===== config.mk =====
export PLATFORM = sky130hd
export DESIGN_NAME = cv32e40p_alu_sel_ft
export DESIGN_NICKNAME = d
export VERILOG_FILES = /design/src/rtl/cv32e40p_alu_sel_ft.sv
export SDC_FILE = /design/constraint.sdc
export NUM_CORES = 1
export LEC_CHECK = 0
export BUFFER_PORTS_ARGS = -buffer_cell sky130_fd_sc_hd__buf_2
export CAP_MARGIN = 20
export CORE_AREA = 5 5 158 160
export DETAILED_ROUTE_END_ITERATION = 12
export DIE_AREA = 0 0 163 165
export HOLD_SLACK_MARGIN = 0.02
export PLACE_DENSITY = 0.58
export SLEW_MARGIN = 20
export SYNTH_ARGS = -nofsm -noshare
export SYNTH_HDL_FRONTEND = slang
export SYNTH_SLANG_ARGS = --single-unit

===== constraint.sdc =====
create_clock -name clk_gated -period 6.2 [get_ports clk_gated]
set_input_delay 1.86 -clock clk_gated [delete_from_list [all_inputs] [get_ports clk_gated]]
set_output_delay 1.86 -clock clk_gated [all_outputs]
set_load 0.02 [all_outputs]

===== src/rtl/cv32e40p_alu_sel_ft.sv =====
// cv32e40p_alu_sel_ft: per-class ALU selection table for fault-tolerant voting.
// The table is rebuilt by a scan FSM whenever a new permanent fault shows up.
module cv32e40p_alu_sel_ft (
   input  logic            clk_gated,
   input  logic            rst_n,
   input  logic [3:0][8:0] permanent_faulty_i,
   input  logic            req_valid_i,
   input  logic [3:0]      req_class_i,
   output logic            req_ready_o,
   output logic            rsp_valid_o,
   output logic [2:0][1:0] rsp_sel_o,
   output logic [1:0]      rsp_mode_o,
   output logic [3:0]      rsp_alu_en_o,
   output logic            rsp_err_o,
   output logic            reconfig_busy_o,
   output logic [7:0]      reconfig_count_o
);

   localparam int N_ALU   = 4;
   localparam int N_CLASS = 9;

   typedef enum logic [1:0] {
      TMR    = 2'b00,
      DMR    = 2'b01,
      SINGLE = 2'b10,
      NONE   = 2'b11
   } mode_e;

   typedef struct packed {
      logic [2:0][1:0] sel;
      mode_e           mode;
      logic [3:0]      alu_en;
   } entry_t;

   typedef enum logic {
      IDLE,
      SCAN
   } state_e;

   localparam entry_t ENTRY_RST = entry_t'({6'b10_01_00, 2'b00, 4'b0111});

   // Three lowest healthy ALUs, degrading to DMR/SINGLE/NONE.
   function automatic entry_t select_entry(input logic [N_ALU-1:0] healthy);
      entry_t     e;
      logic [1:0] h0, h1, h2;
      logic [2:0] n;
      h0 = 2'd0;
      h1 = 2'd0;
      h2 = 2'd0;
      n  = 3'd0;
      for (int a = 0; a < N_ALU; a++) begin
         if (healthy[a]) begin
            if (n == 3'd0)      h0 = 2'(a);
            else if (n == 3'd1) h1 = 2'(a);
            else if (n == 3'd2) h2 = 2'(a);
            n = n + 3'd1;
         end
      end
      e.alu_en = 4'b0000;
      if (n >= 3'd3) begin
         e.sel  = {h2, h1, h0};
         e.mode = TMR;
      end else if (n == 3'd2) begin
         e.sel  = {h0, h1, h0};
         e.mode = DMR;
      end else if (n == 3'd1) begin
         e.sel  = {h0, h0, h0};
         e.mode = SINGLE;
      end else begin
         e.sel  = '0;
         e.mode = NONE;
      end
      if (n != 3'd0) begin
         e.alu_en = (4'b0001 << e.sel[0])
                  | (4'b0001 << e.sel[1])
                  | (4'b0001 << e.sel[2]);
      end
      return e;
   endfunction

   state_e          state_q, state_d;
   logic [3:0]      idx_q, idx_d;
   logic [3:0][8:0] snap_q;
   entry_t          table_q [N_CLASS];
   logic [7:0]      count_q;
   logic            new_fault;
   logic            wr_en;
   logic            done;
   logic [N_ALU-1:0] healthy;
   entry_t          scan_entry;
   logic            accept;
   logic            bad_class;

   assign new_fault = |(permanent_faulty_i & ~snap_q);
   assign accept    = req_valid_i && req_ready_o;
   assign bad_class = req_class_i > 4'd8;

   always_comb begin
      healthy = '0;
      for (int a = 0; a < N_ALU; a++) begin
         healthy[a] = ~snap_q[a][idx_q];
      end
      scan_entry = select_entry(healthy);
   end

   always_comb begin
      state_d = state_q;
      idx_d   = idx_q;
      wr_en   = 1'b0;
      done    = 1'b0;
      unique case (state_q)
         IDLE: begin
            if (new_fault) begin
               state_d = SCAN;
               idx_d   = 4'd0;
            end
         end
         SCAN: begin
            // A fresh fault invalidates the partial pass: start over.
            if (new_fault) begin
               idx_d = 4'd0;
            end else begin
               wr_en = 1'b1;
               if (idx_q == 4'd8) begin
                  state_d = IDLE;
                  idx_d   = 4'd0;
                  done    = 1'b1;
               end else begin
                  idx_d = idx_q + 4'd1;
               end
            end
         end
         default: state_d = IDLE;
      endcase
   end

   always_ff @(posedge clk_gated) begin
      if (!rst_n) begin
         state_q      <= IDLE;
         idx_q        <= 4'd0;
         snap_q       <= '0;
         count_q      <= 8'd0;
         rsp_valid_o  <= 1'b0;
         rsp_sel_o    <= '0;
         rsp_mode_o   <= 2'b00;
         rsp_alu_en_o <= 4'b0000;
         rsp_err_o    <= 1'b0;
         for (int c = 0; c < N_CLASS; c++) begin
            table_q[c] <= ENTRY_RST;
         end
      end else begin
         state_q <= state_d;
         idx_q   <= idx_d;
         snap_q  <= snap_q | permanent_faulty_i;
         if (done && count_q != 8'hFF) begin
            count_q <= count_q + 8'd1;
         end
         if (wr_en) begin
            table_q[idx_q] <= scan_entry;
         end
         rsp_valid_o <= accept;
         if (accept) begin
            if (bad_class) begin
               rsp_sel_o    <= '0;
               rsp_mode_o   <= NONE;
               rsp_alu_en_o <= 4'b0000;
               rsp_err_o    <= 1'b1;
            end else begin
               rsp_sel_o    <= table_q[req_class_i].sel;
               rsp_mode_o   <= table_q[req_class_i].mode;
               rsp_alu_en_o <= table_q[req_class_i].alu_en;
               rsp_err_o    <= 1'b0;
            end
         end
      end
   end

   assign req_ready_o      = (state_q == IDLE);
   assign reconfig_busy_o  = (state_q == SCAN);
   assign reconfig_count_o = count_q;

endmodule


Word level (Yosys, flattened, before mapping)
Memories as Yosys holds them, arrays and structs flattened.
Index checks and enable logic that the tools add are counted.
W data, S select, Z words.

storage, ports and cells
  memories kept = 1
  word-level logic and storage cells = 118
  output and inout bits = 24
  input bits = 43
  bits in writable memories = 108
  register bits = 63

memory list
  memory   words  width  rd ports  clocked after memory_dff  wr ports  line  RTL
  table_q  9      12     1         0                         9         84    entry_t table_q [N_CLASS];

cells by class
  add/subtract/negate cells = 5
  magnitude comparators = 3
  shift operators = 3
  bitwise logic cells = 6
  equal/unequal tests = 11
  multiplexer cells = 67
  reduce and logical (&&, ||, !) cells = 8

operators by type and width
  operator               number
  $mux W2                19
  $and A36 B36 Y36       1
  $not A36 Y36           1
  $or A36 B36 Y36        1
  $reduce_or A36 Y1      1
  $mux W1                28
  $mux W4                6
  $mux W8                3
  $bmux W1 S4            4
  $eq A3 B1 Y1 const B   4
  $eq A3 B2 Y1 const B   4
  $mux W12               1
  $reduce_or A12 Y1      1
  $shl A1 B2 Y4 const A  3
  $add A3 B1 Y3 const B  3
  $logic_not A3 Y1       3
  $mux W3                3
  $add A8 B1 Y8 const B  1
  $ne A8 B8 Y1 const B   1
  $or A4 B4 Y4           2
  $pmux W4 S2            1
  $mux W6                1
  $lt A4 B5 Y1 const B   1
  $add A4 B1 Y4 const B  1
  8 further kinds        9

Logic depth before layout (Yosys ltp)
Gate-level depths: netlist of run 1.

  depth in word-level cells = 22
  depth in mapped cells = 18
  mapped depth without buffers = 15

Least setup slack after synthesis of run 1
OpenSTA, ideal clock, no wires.

  path kind = register to register
  from = register idx_q[0]
  to = memory table_q[0][1] in the netlist's numbering (data pin)
  stages on the path, launching flop included = 18
  setup slack = 1728 ps
  required time = 5926 ps
  setup time = 274 ps
  clock period less this slack = 4472 ps
  arrival time = 4198 ps
  buffers on the path = 4
  path through = dfxtp_1 > buf_2 > buf_2 > mux2i_1 > nor2_1 > a31oi_1 > o32ai_1 > clkbuf_1 > inv_1 > fa_1 > clkbuf_1 > inv_1 > ha_1 > a21o_1 > and4_1 > mux2_4 > o41ai_4 > nand2_1

RTL lines
  what                    line  RTL
  from (decl)             82    logic [3:0] idx_q, idx_d;
  from (signal assigned)  153   idx_q <= idx_d;
  to (decl)               84

==> results.sh, run 1 <==
export IMPL_status="finished, final reports clean"
export IMPL_worst_setup_path_end_kind="flip-flop"
export IMPL_peakVddDrop_uv=168
export IMPL_period_needed_ps=5590
export IMPL_async_reset_ff_share_pct=0
export IMPL_synth_compound_area_share_pct=8.26
export IMPL_cts_hold_fix_buffers=0
export IMPL_crit_fanout=19
export IMPL_clockBufferDepth=2
export IMPL_drtIter0Drc=375
export IMPL_ys_flop_type="edfxtp_1"
export IMPL_synth_edff_count=108
export IMPL_post_cts_setup_buffers=0
export IMPL_crit_chain="mux2i_1, nor2_1, a31oi_1, o32ai_2, inv_1, fa_1, inv_1, ha_1, o21ai_0, o2bb2ai_1, nor2b_1, a22oi_1, nand3_1"
export IMPL_vias_per_cell=5.00
export IMPL_crit_required_ps=6340
export IMPL_clkLatencyLatePin_ps=430
export IMPL_dpl_worst_slack_ps=574
export IMPL_num_fill_cells=2334
export IMPL_start_util_pct=34.6
export IMPL_p_comb_share_pct=12.1
export IMPL_rsz0062_at_grt="false"
export IMPL_synthAdderAreaFrac_pct=2.43
export IMPL_seq_power_share_pct=46.6
export IMPL_swShare_pct=25.2
export IMPL_cp_arrival_ps=5730
export IMPL_yosysSeqAreaShare_pct=56.0
export IMPL_dp_hpwl_mm=14.0
export IMPL_ys_types=64
export IMPL_p_clk_share_pct=41.3
export IMPL_path_common_cell="inv_1"
export IMPL_io_buffer_count=66
export IMPL_synthSimpleGateAreaFrac_pct=17.9
export IMPL_synthTopCellsByArea="edfxtp_1 40%, dfxtp_1 16%, nor2_1 9.1%, mux4_2 7.6%, nand2_1 3.4%"
export IMPL_grt_pass1_wl_mm=31.9
export IMPL_die_w_um=163
export IMPL_grt_pass1_vias=5721
export IMPL_clock_sinks=171
export IMPL_wl_per_cell_um=17.6
export IMPL_ios=67
export IMPL_dieArea_mm2=0.0269
export IMPL_coreArea_mm2=0.0233
export IMPL_synth_seq_cells=171
export IMPL_hold_viol=0
export IMPL_r2r_start="idx_q[0]"
export IMPL_die_h_um=165
export IMPL_rrSetupSlack_ps=610
export IMPL_maxCapViolations=0
export IMPL_synth_top_area_share_pct=40.3
export IMPL_syn_cell_area_mm2=0.00804
export IMPL_hold_end="rsp_sel_o[1]"
export IMPL_syn_avg_cell_area_um2=10.7
export IMPL_grt_remaining_overflow=0
export IMPL_drv_slew=0
export IMPL_synthCells=754
export IMPL_r2r_cells=13
export IMPL_synth_top_area_cell="edfxtp_1"
export IMPL_finClkSkew_ps=10.0
export IMPL_placed_cells=1109
export IMPL_cp_start_kind="flip-flop"
export IMPL_fin_setup_tns_ps=0
export IMPL_htreeDepth=4
export IMPL_cts_resized=0
export IMPL_drt_total_wl_mm=20.1
export IMPL_max_stage_delay_ps=930
export IMPL_worst_slack_ps=608
export IMPL_setup_viol=0
export IMPL_hold_path_class="reg -> reg"
export IMPL_hold_depth=2
export IMPL_drt_pass1_iterations=4
export IMPL_layoutNonFillerInstCount=1141
export IMPL_yosys_warnings=0
export IMPL_cts_buffers=17
export IMPL_diodes=0
export IMPL_drive_above_1_share_pct=18.0
export IMPL_drc=0
export IMPL_reg2reg_to="table_q[7][2]"
export IMPL_p_leak_nw=3.44
export IMPL_path_class="reg -> reg"
export IMPL_period_share_pct=90.2
export IMPL_switchingPower_mw=0.695
export IMPL_synth_mux_area_share_pct=10.6
export IMPL_grt_max_degree=60
export IMPL_grt_util_all_layers_pct=15.4
export IMPL_min_from="rsp_sel_o[1]"
export IMPL_cts_tree="built"
export IMPL_internal_power_mw=2.06
export IMPL_fin_nets=867
export IMPL_timing_fmax_ghz=0.179
export IMPL_syn_to_final_growth_pct=15.7
export IMPL_critPathSlowestCell="dfxtp_1"
export IMPL_cts_clk_slew_worst_paths_ps=70
export IMPL_cts_root_buf="clkbuf_16"
export IMPL_crit_family="compound AO/OA/AOI/OAI gates"
export IMPL_powerDensity_mw_per_mm2=296
export IMPL_gp_congestion=0.821
export IMPL_synth_top_family_by_area="simple AND/OR/NAND/NOR gates"
export IMPL_tightest_slew_ps=1070
export IMPL_yosys_area_share_xor_xnor_pct=0.965
export IMPL_synth_nets=812
export IMPL_via_count=5704
export IMPL_placementRows=56
export IMPL_antenna_left=0
export IMPL_maxSlewHeadroom_pct=28.6
export IMPL_crit_buf_inv=2
export IMPL_antenna_found_initial=0
## state kept, by name, summed over array words and instances, names as in the netlist
signal / count
idx_q: 4
reconfig_busy_o: 1
table_q: 108
reconfig_count_o: 8
snap_q: 36
rsp_err_o: 1
rsp_sel_o: 6
rsp_mode_o: 2
rsp_alu_en_o: 4
rsp_valid_o: 1
## how the worst max path moves through the flow
stage                        start             end  slack (ps)  cells after the start
after floorplan           idx_q[0]   table_q[0][1]        1730                     17
after global placement    idx_q[0]   table_q[8][2]         610                     13
after detailed placement  idx_q[0]   table_q[8][2]         570                     13
after CTS                 idx_q[0]   table_q[8][2]         560                     13
after global routing      idx_q[0]  table_q[0][11]          80                     13
final                     idx_q[0]   table_q[7][2]         610                     13
## synth_stat cells, drive strengths merged (2+ instances only)
master and instances:
nor2 195, buf 10, clkbuf 26, a22oi 2, nor3 3, a21oi 26
nor2b 19, o22ai 11, xnor2 3, a31oi 13, edfxtp 108, a311oi 2
o21ai 11, nand3 20, and2 3, nor4 2, ha 14, and3 3
nand2b 2, a211oi 4, or3 3, o221ai 2, nor3b 2, o32ai 2
mux2 3, a21o 3, dfxtp 63, nand4 5, or4 2, xor2 5
inv 42, mux4 27, mux2i 21, nand2 73, a2111oi 6, or2 3
## power groups by stage
stage | logic (mW) | clock network, mW | registers [mW]
6_report | 0.332 | 1.14 | 1.28
5_1_grt | 0.365 | 1.20 | 1.29
4_1_cts | 0.335 | 1.15 | 1.28
3_5_place_dp | 0.334 | 0 | 1.31
3_3_place_gp | 0.334 | 0 | 1.31
2_1_floorplan | 0.228 | 0 | 1.30
## routing by layer
layer,GRT usage (%),routed length (um),up-vias
li1,-,-,2772
met1,20.7,9060,2747
met2,24.9,9640,165
met3,3.79,1100,20
met4,4.04,271,0
met5,0,0,-
## worst register-to-register path: stages (launching register included)
cell	delay (ps)
dfxtp_1	930
mux2i_1	260
nor2_1	140
a31oi_1	60
o32ai_2	780
inv_1	250
fa_1	860
inv_1	210
ha_1	410
o21ai_0	90
o2bb2ai_1	380
nor2b_1	150
a22oi_1	640
nand3_1	150
## through the flow
stage / hold WS, ps / util [%] / power, mW / cell area (um^2)
detailed placement: 472 / 37.3 / 1.64 / 8680
floorplan: 448 / - / 1.53 / 8040
global route: 501 / 40.0 / 2.86 / 9310
CTS: 485 / 40.0 / 2.77 / 9310
global placement: 460 / 37.3 / 1.64 / 8680
finish: 482 / 40.0 / 2.75 / 9310
## kinds of logic after synthesis
group           after synthesis
mux                          51
xor+xnor                      8
buf+inv                      78
fa+ha+maj                    15
flops                       171
compound gates               93
simple gates                338
## area by class of cell
type                    instances  area, um^2  area share (%)
clock buffers                  24         493            5.30
multi-input cells             505        3250            34.9
well taps                     319         399            4.29
repair buffers                 72         375            4.03
flip-flops and latches        171        4500            48.4
clock inverters                 8         130            1.40
inverters                      42         158            1.69
## cell usage in the layout, fill, tap and decap left out, types with 4 or more instances in the layout
| cell type | Yosys | routed |
|---|---|---|
| a2111oi_0 | 5 | 5 |
| a211oi_1 | 4 | 4 |
| a21oi_1 | 26 | 26 |
| a31oi_1 | 12 | 12 |
| buf_2 | 6 | 66 |
| buf_4 | 1 | 6 |
| clkbuf_1 | 26 | 4 |
| clkbuf_16 | 0 | 18 |
| dfxtp_1 | 63 | 63 |
| edfxtp_1 | 108 | 108 |
| ha_1 | 14 | 14 |
| inv_1 | 39 | 39 |
| mux2i_1 | 21 | 21 |
| mux4_2 | 27 | 27 |
| nand2_1 | 72 | 72 |
| nand3_1 | 20 | 20 |
| nand4_1 | 5 | 5 |
| nor2_1 | 194 | 194 |
| nor2b_1 | 19 | 19 |
| o21ai_0 | 8 | 8 |
| o22ai_1 | 11 | 11 |
| xor2_1 | 4 | 4 |
Note: power is estimated with default switching activity, not from simulation.
==> run 2: changes to the inputs <==
Settings changed: RECOVER_POWER set to 100.
==> results.sh, run 2 (synthesis gave the netlist of run 1 again) <==
export IMPL_layoutNonFillerInstCount=1141
export IMPL_start_util_pct=34.6
export IMPL_cts_root_buf="clkbuf_16"
export IMPL_syn_to_final_growth_pct=14.8
export IMPL_die_w_um=163
export IMPL_worst_slack_ps=542
export IMPL_clockBufferDepth=2
export IMPL_hold_end="snap_q[35]"
export IMPL_cp_depth=13
export IMPL_crit_family="compound AO/OA/AOI/OAI gates"
export IMPL_r2r_start="idx_q[0]"
export IMPL_vias_per_cell=5.00
export IMPL_cts_tree="built"
export IMPL_rsz0062_at_grt="false"
export IMPL_hold_path_class="reg -> reg"
export IMPL_maxCapViolations=2
export IMPL_crit_buf_inv=4
export IMPL_max_stage_delay_ps=930
export IMPL_drtIter0Drc=400
export IMPL_finClkSkew_ps=10.0
export IMPL_worst_setup_path_end_kind="flip-flop"
export IMPL_period_needed_ps=5660
export IMPL_peakVddDrop_uv=169
export IMPL_placementRows=56
export IMPL_top_register="table_q"
export IMPL_crit_required_ps=6360
export IMPL_grt_remaining_overflow=0
export IMPL_placed_cells=1109
export IMPL_r2r_cells=13
export IMPL_coreArea_mm2=0.0233
export IMPL_timing_fmax_ghz=0.177
export IMPL_hold_depth=2
export IMPL_htreeDepth=4
export IMPL_die_h_um=165
export IMPL_mostFrequentLayoutCells="194 x nor2_1, 108 x edfxtp_1, 73 x nand2_1"
export IMPL_grt_pass1_wl_mm=31.9
export IMPL_hold_viol=0
export IMPL_grt_util_all_layers_pct=15.4
export IMPL_path_class="reg -> reg"
export IMPL_cp_start_kind="flip-flop"
export IMPL_cts_hold_fix_buffers=0
export IMPL_final_common_cell="nor2_1"
export IMPL_diodes=0
export IMPL_dp_hpwl_mm=14.0
export IMPL_cts_clk_slew_worst_paths_ps=70
export IMPL_rrSetupSlack_ps=540
export IMPL_powerDensity_mw_per_mm2=298
export IMPL_p_leak_nw=3.32
export IMPL_largest_reg_flops=108
export IMPL_fin_nets=867
export IMPL_drt_total_wl_mm=20.1
export IMPL_drive_above_1_share_pct=13.5
export IMPL_reg2reg_to="table_q[8][9]"
export IMPL_critPathSlowestCell="dfxtp_1"
export IMPL_power_mw=2.75
export IMPL_path_common_cell="inv_1"
export IMPL_tightest_slew_ps=2190
export IMPL_status="finished with violations"
export IMPL_crit_chain="mux2i_1, nor2_1, a31oi_1, o32ai_2, inv_1, fa_1, inv_1, ha_1, a31oi_1, clkbuf_1, inv_1, a31oi_2, nor2_1"
export IMPL_setup_viol=0
export IMPL_drc=0
export IMPL_cts_buffers=17
export IMPL_drt_pass1_iterations=5
export IMPL_maxSlewHeadroom_pct=-45.7
export IMPL_post_cts_setup_buffers=0
export IMPL_dieArea_mm2=0.0269
export IMPL_grt_max_degree=60
export IMPL_grt_pass1_vias=5721
export IMPL_fin_setup_tns_ps=0
export IMPL_violations="max-capacitance violations, max-slew violations"
export IMPL_antenna_found_initial=0
export IMPL_clkLatencyLatePin_ps=430
export IMPL_min_from="snap_q[35]"
export IMPL_ios=67
export IMPL_via_count=5708
export IMPL_dpl_worst_slack_ps=574
export IMPL_cts_resized=0
export IMPL_crit_fanout=19
export IMPL_drv_slew=86
export IMPL_antenna_left=0
export IMPL_io_buffer_count=66
export IMPL_clock_sinks=171
export IMPL_gp_congestion=0.821
export IMPL_cp_arrival_ps=5820
export IMPL_period_share_pct=91.3
export IMPL_wl_per_cell_um=17.7
==> run 2: cell count changes in the layout (fill, tap and decap cells not counted), moves of 2 or more <==
cell	change
inv_1	+2
clkbuf_1	+30
buf_4	-4
buf_2	-26
inv_2	-2
==> run 2: metal layers <==
| layer | vias to the layer above | track usage [%] | wire length, um |
|---|---|---|---|
| met5 | - | 0 | 0 |
| met1 | 2751 | 20.7 | 9190 |
| met3 | 20 | 3.79 | 1070 |
| met2 | 164 | 24.9 | 9610 |
| met4 | 0 | 4.04 | 274 |
| li1 | 2773 | - | - |
==> run 2: where the power goes <==
group	switching (mW)	internal, mW
logic	0.215	0.111
clock network	0.453	0.685
registers	0.0265	1.26
total	0.694	2.05
==> run 2: worst max path at each step <==
stage               startpoint       endpoint  slack (ps)
floorplan             idx_q[0]  table_q[0][1]        1730
global placement      idx_q[0]  table_q[8][2]         610
detailed placement    idx_q[0]  table_q[8][2]         570
CTS                   idx_q[0]  table_q[8][2]         560
global route          idx_q[0]  table_q[7][2]          60
finish                idx_q[0]  table_q[8][9]         540
==> run 2: final cells by class <==
| class | count | area, um^2 |
|---|---|---|
| multi-input cells | 505 | 3220 |
| well taps | 319 | 399 |
| repair buffers | 72 | 328 |
| clock buffers | 24 | 493 |
| flip-flops and latches | 171 | 4500 |
| clock inverters | 8 | 130 |
| inverters | 42 | 158 |
| fillers | 2364 | 14000 |
==> run 2: worst min-delay path, stage by stage, from the launching register on <==
cell,delay [ps]
dfxtp_1,310
inv_1,70
a21oi_1,60
==> run 2: metrics by stage <==
step	hold slack [ps]	utilization (%)	cell area, um^2
6_report	484	39.7	9230
5_1_grt	506	39.7	9230
4_1_cts	485	40.0	9310
3_5_place_dp	472	37.3	8680
3_3_place_gp	460	37.3	8680
2_1_floorplan	448	-	8040
==> run 3: changes to the inputs <==
Settings changed: PLACE_DENSITY 0.58 to 0.49.
==> results.sh, run 3 (synthesis gave the netlist of run 1 again) <==
export IMPL_fin_nets=869
export IMPL_drive_above_1_share_pct=14.2
export IMPL_timing_fmax_ghz=0.180
export IMPL_die_h_um=165
export IMPL_period_share_pct=89.5
export IMPL_htreeDepth=4
export IMPL_final_common_cell="nor2_1"
export IMPL_max_stage_delay_ps=840
export IMPL_antenna_left=0
export IMPL_cts_buffers=17
export IMPL_rsz0062_at_grt="false"
export IMPL_worst_setup_path_end_kind="flip-flop"
export IMPL_peakVddDrop_uv=138
export IMPL_status="finished with violations"
export IMPL_maxCapViolations=2
export IMPL_clockBufferDepth=2
export IMPL_power_mw=2.65
export IMPL_syn_to_final_growth_pct=14.2
export IMPL_die_w_um=163
export IMPL_dieArea_mm2=0.0269
export IMPL_hold_ws_ps=488
export IMPL_cts_tree="built"
export IMPL_wl_per_cell_um=18.1
export IMPL_maxSlewHeadroom_pct=-38.4
export IMPL_cts_hold_fix_buffers=0
export IMPL_hold_viol=0
export IMPL_drc=0
export IMPL_drt_pass1_iterations=6
export IMPL_crit_family="compound AO/OA/AOI/OAI gates"
export IMPL_cp_arrival_ps=5680
export IMPL_fin_setup_tns_ps=0
export IMPL_p_leak_nw=3.31
export IMPL_ios=67
export IMPL_cp_start_kind="flip-flop"
export IMPL_crit_buf_inv=4
export IMPL_io_buffer_count=66
export IMPL_top_register="table_q"
export IMPL_cts_clk_slew_worst_paths_ps=70
export IMPL_finClkSkew_ps=20.0
export IMPL_dp_hpwl_mm=15.0
export IMPL_tightest_slew_ps=2080
export IMPL_crit_fanout=13
export IMPL_cts_resized=0
export IMPL_clkLatencyLatePin_ps=430
export IMPL_diodes=0
export IMPL_vias_per_cell=4.95
export IMPL_critPathSlowestCell="fa_1"
export IMPL_start_util_pct=34.6
export IMPL_drtIter0Drc=353
export IMPL_drt_total_wl_mm=20.7
export IMPL_period_needed_ps=5550
export IMPL_path_common_cell="inv_1"
export IMPL_via_count=5654
export IMPL_num_fill_cells=2361
export IMPL_drv_slew=86
export IMPL_grt_remaining_overflow=0
export IMPL_crit_required_ps=6330
export IMPL_largest_reg_flops=108
export IMPL_antenna_found_initial=0
export IMPL_post_cts_setup_buffers=0
export IMPL_setup_viol=0
export IMPL_coreArea_mm2=0.0233
export IMPL_gp_congestion=0.789
export IMPL_grt_pass1_vias=5711
export IMPL_crit_chain="clkbuf_1, inv_1, a31oi_1, o32ai_2, inv_1, fa_1, inv_1, ha_1, o21ai_0, o2bb2ai_1, nor2b_1, a22oi_1, nand3_1"
export IMPL_violations="max-capacitance violations, max-slew violations"
export IMPL_clock_sinks=171
export IMPL_hold_path_class="reg -> reg"
export IMPL_grt_pass1_wl_mm=32.8
export IMPL_cts_root_buf="clkbuf_16"
export IMPL_grt_max_degree=60
export IMPL_path_class="reg -> reg"
export IMPL_placementRows=56
export IMPL_powerDensity_mw_per_mm2=289
export IMPL_mostFrequentLayoutCells="194 x nor2_1, 108 x edfxtp_1, 73 x nand2_1"
export IMPL_grt_util_all_layers_pct=15.9
export IMPL_utilization_pct=39.5
[run 3: cell types whose count changed in the layout (fill, tap and decap cells not counted), moves of 2 or more]
cell,delta
clkinv_2,+2
inv_4,+3
inv_8,+2
clkbuf_1,-4
buf_4,+2
bufinv_16,-3
[run 3: where the power goes]
group / leakage, nW / internal (mW) / switching [mW]
clock network: 0.289 / 0.558 / 0.474
registers: 1.57 / 1.26 / 0.0266
logic: 1.46 / 0.112 / 0.224
total: 3.31 / 1.93 / 0.724
[run 3: worst register-to-register path, delay by kind of cell, from the launching register on]
kind                       cells  cell delay (ps)
AOI/OAI and AO/OA              5             2170
adders and majority gates      2             1230
buffers and inverters          4             1050
DFF                            1              500
and+or+nand+nor                2              310
[run 3: routing by layer]
| metal | routed length, um | share of wire [%] | vias to the layer above | global-route usage (%) |
|---|---|---|---|---|
| li1 | - | - | 2766 | - |
| met1 | 9900 | 48 | 2761 | 22.5 |
| met2 | 9920 | 48 | 118 | 25.6 |
| met3 | 672 | 3.3 | 9 | 2.72 |
| met4 | 179 | 0.87 | 0 | 3.58 |
| met5 | 0 | 0 | - | 0 |
[run 3: metrics by stage]
stage,setup slack (ps),std cells,area (um^2)
6_report,650,1143,9180
5_1_grt,148,1143,9180
4_1_cts,790,1143,9260
3_5_place_dp,795,1111,8690
3_3_place_gp,825,1111,8690
2_1_floorplan,1730,754,8040
[run 3: layout make-up]
class / instances / area, um^2 / share of cell area [%]
sequential: 171 / 4500 / 49.1
multi-input combinational: 505 / 3210 / 35.0
clock buffer: 19 / 464 / 5.06
tap: 319 / 399 / 4.35
timing repair buffer: 74 / 343 / 3.73
inverter: 42 / 158 / 1.72
clock inverter: 13 / 101 / 1.10
[run 3: path summary, 6_finish.rpt]
path                                   start       endpoint  slack (ps)  depth (start not counted)
worst max-delay path                idx_q[0]  table_q[8][2]         650                         13
worst min-delay path            rsp_sel_o[3]   rsp_sel_o[3]         490                          2
worst max register to register      idx_q[0]  table_q[8][2]         650                         13
worst min register to register  rsp_sel_o[3]   rsp_sel_o[3]         490                          2
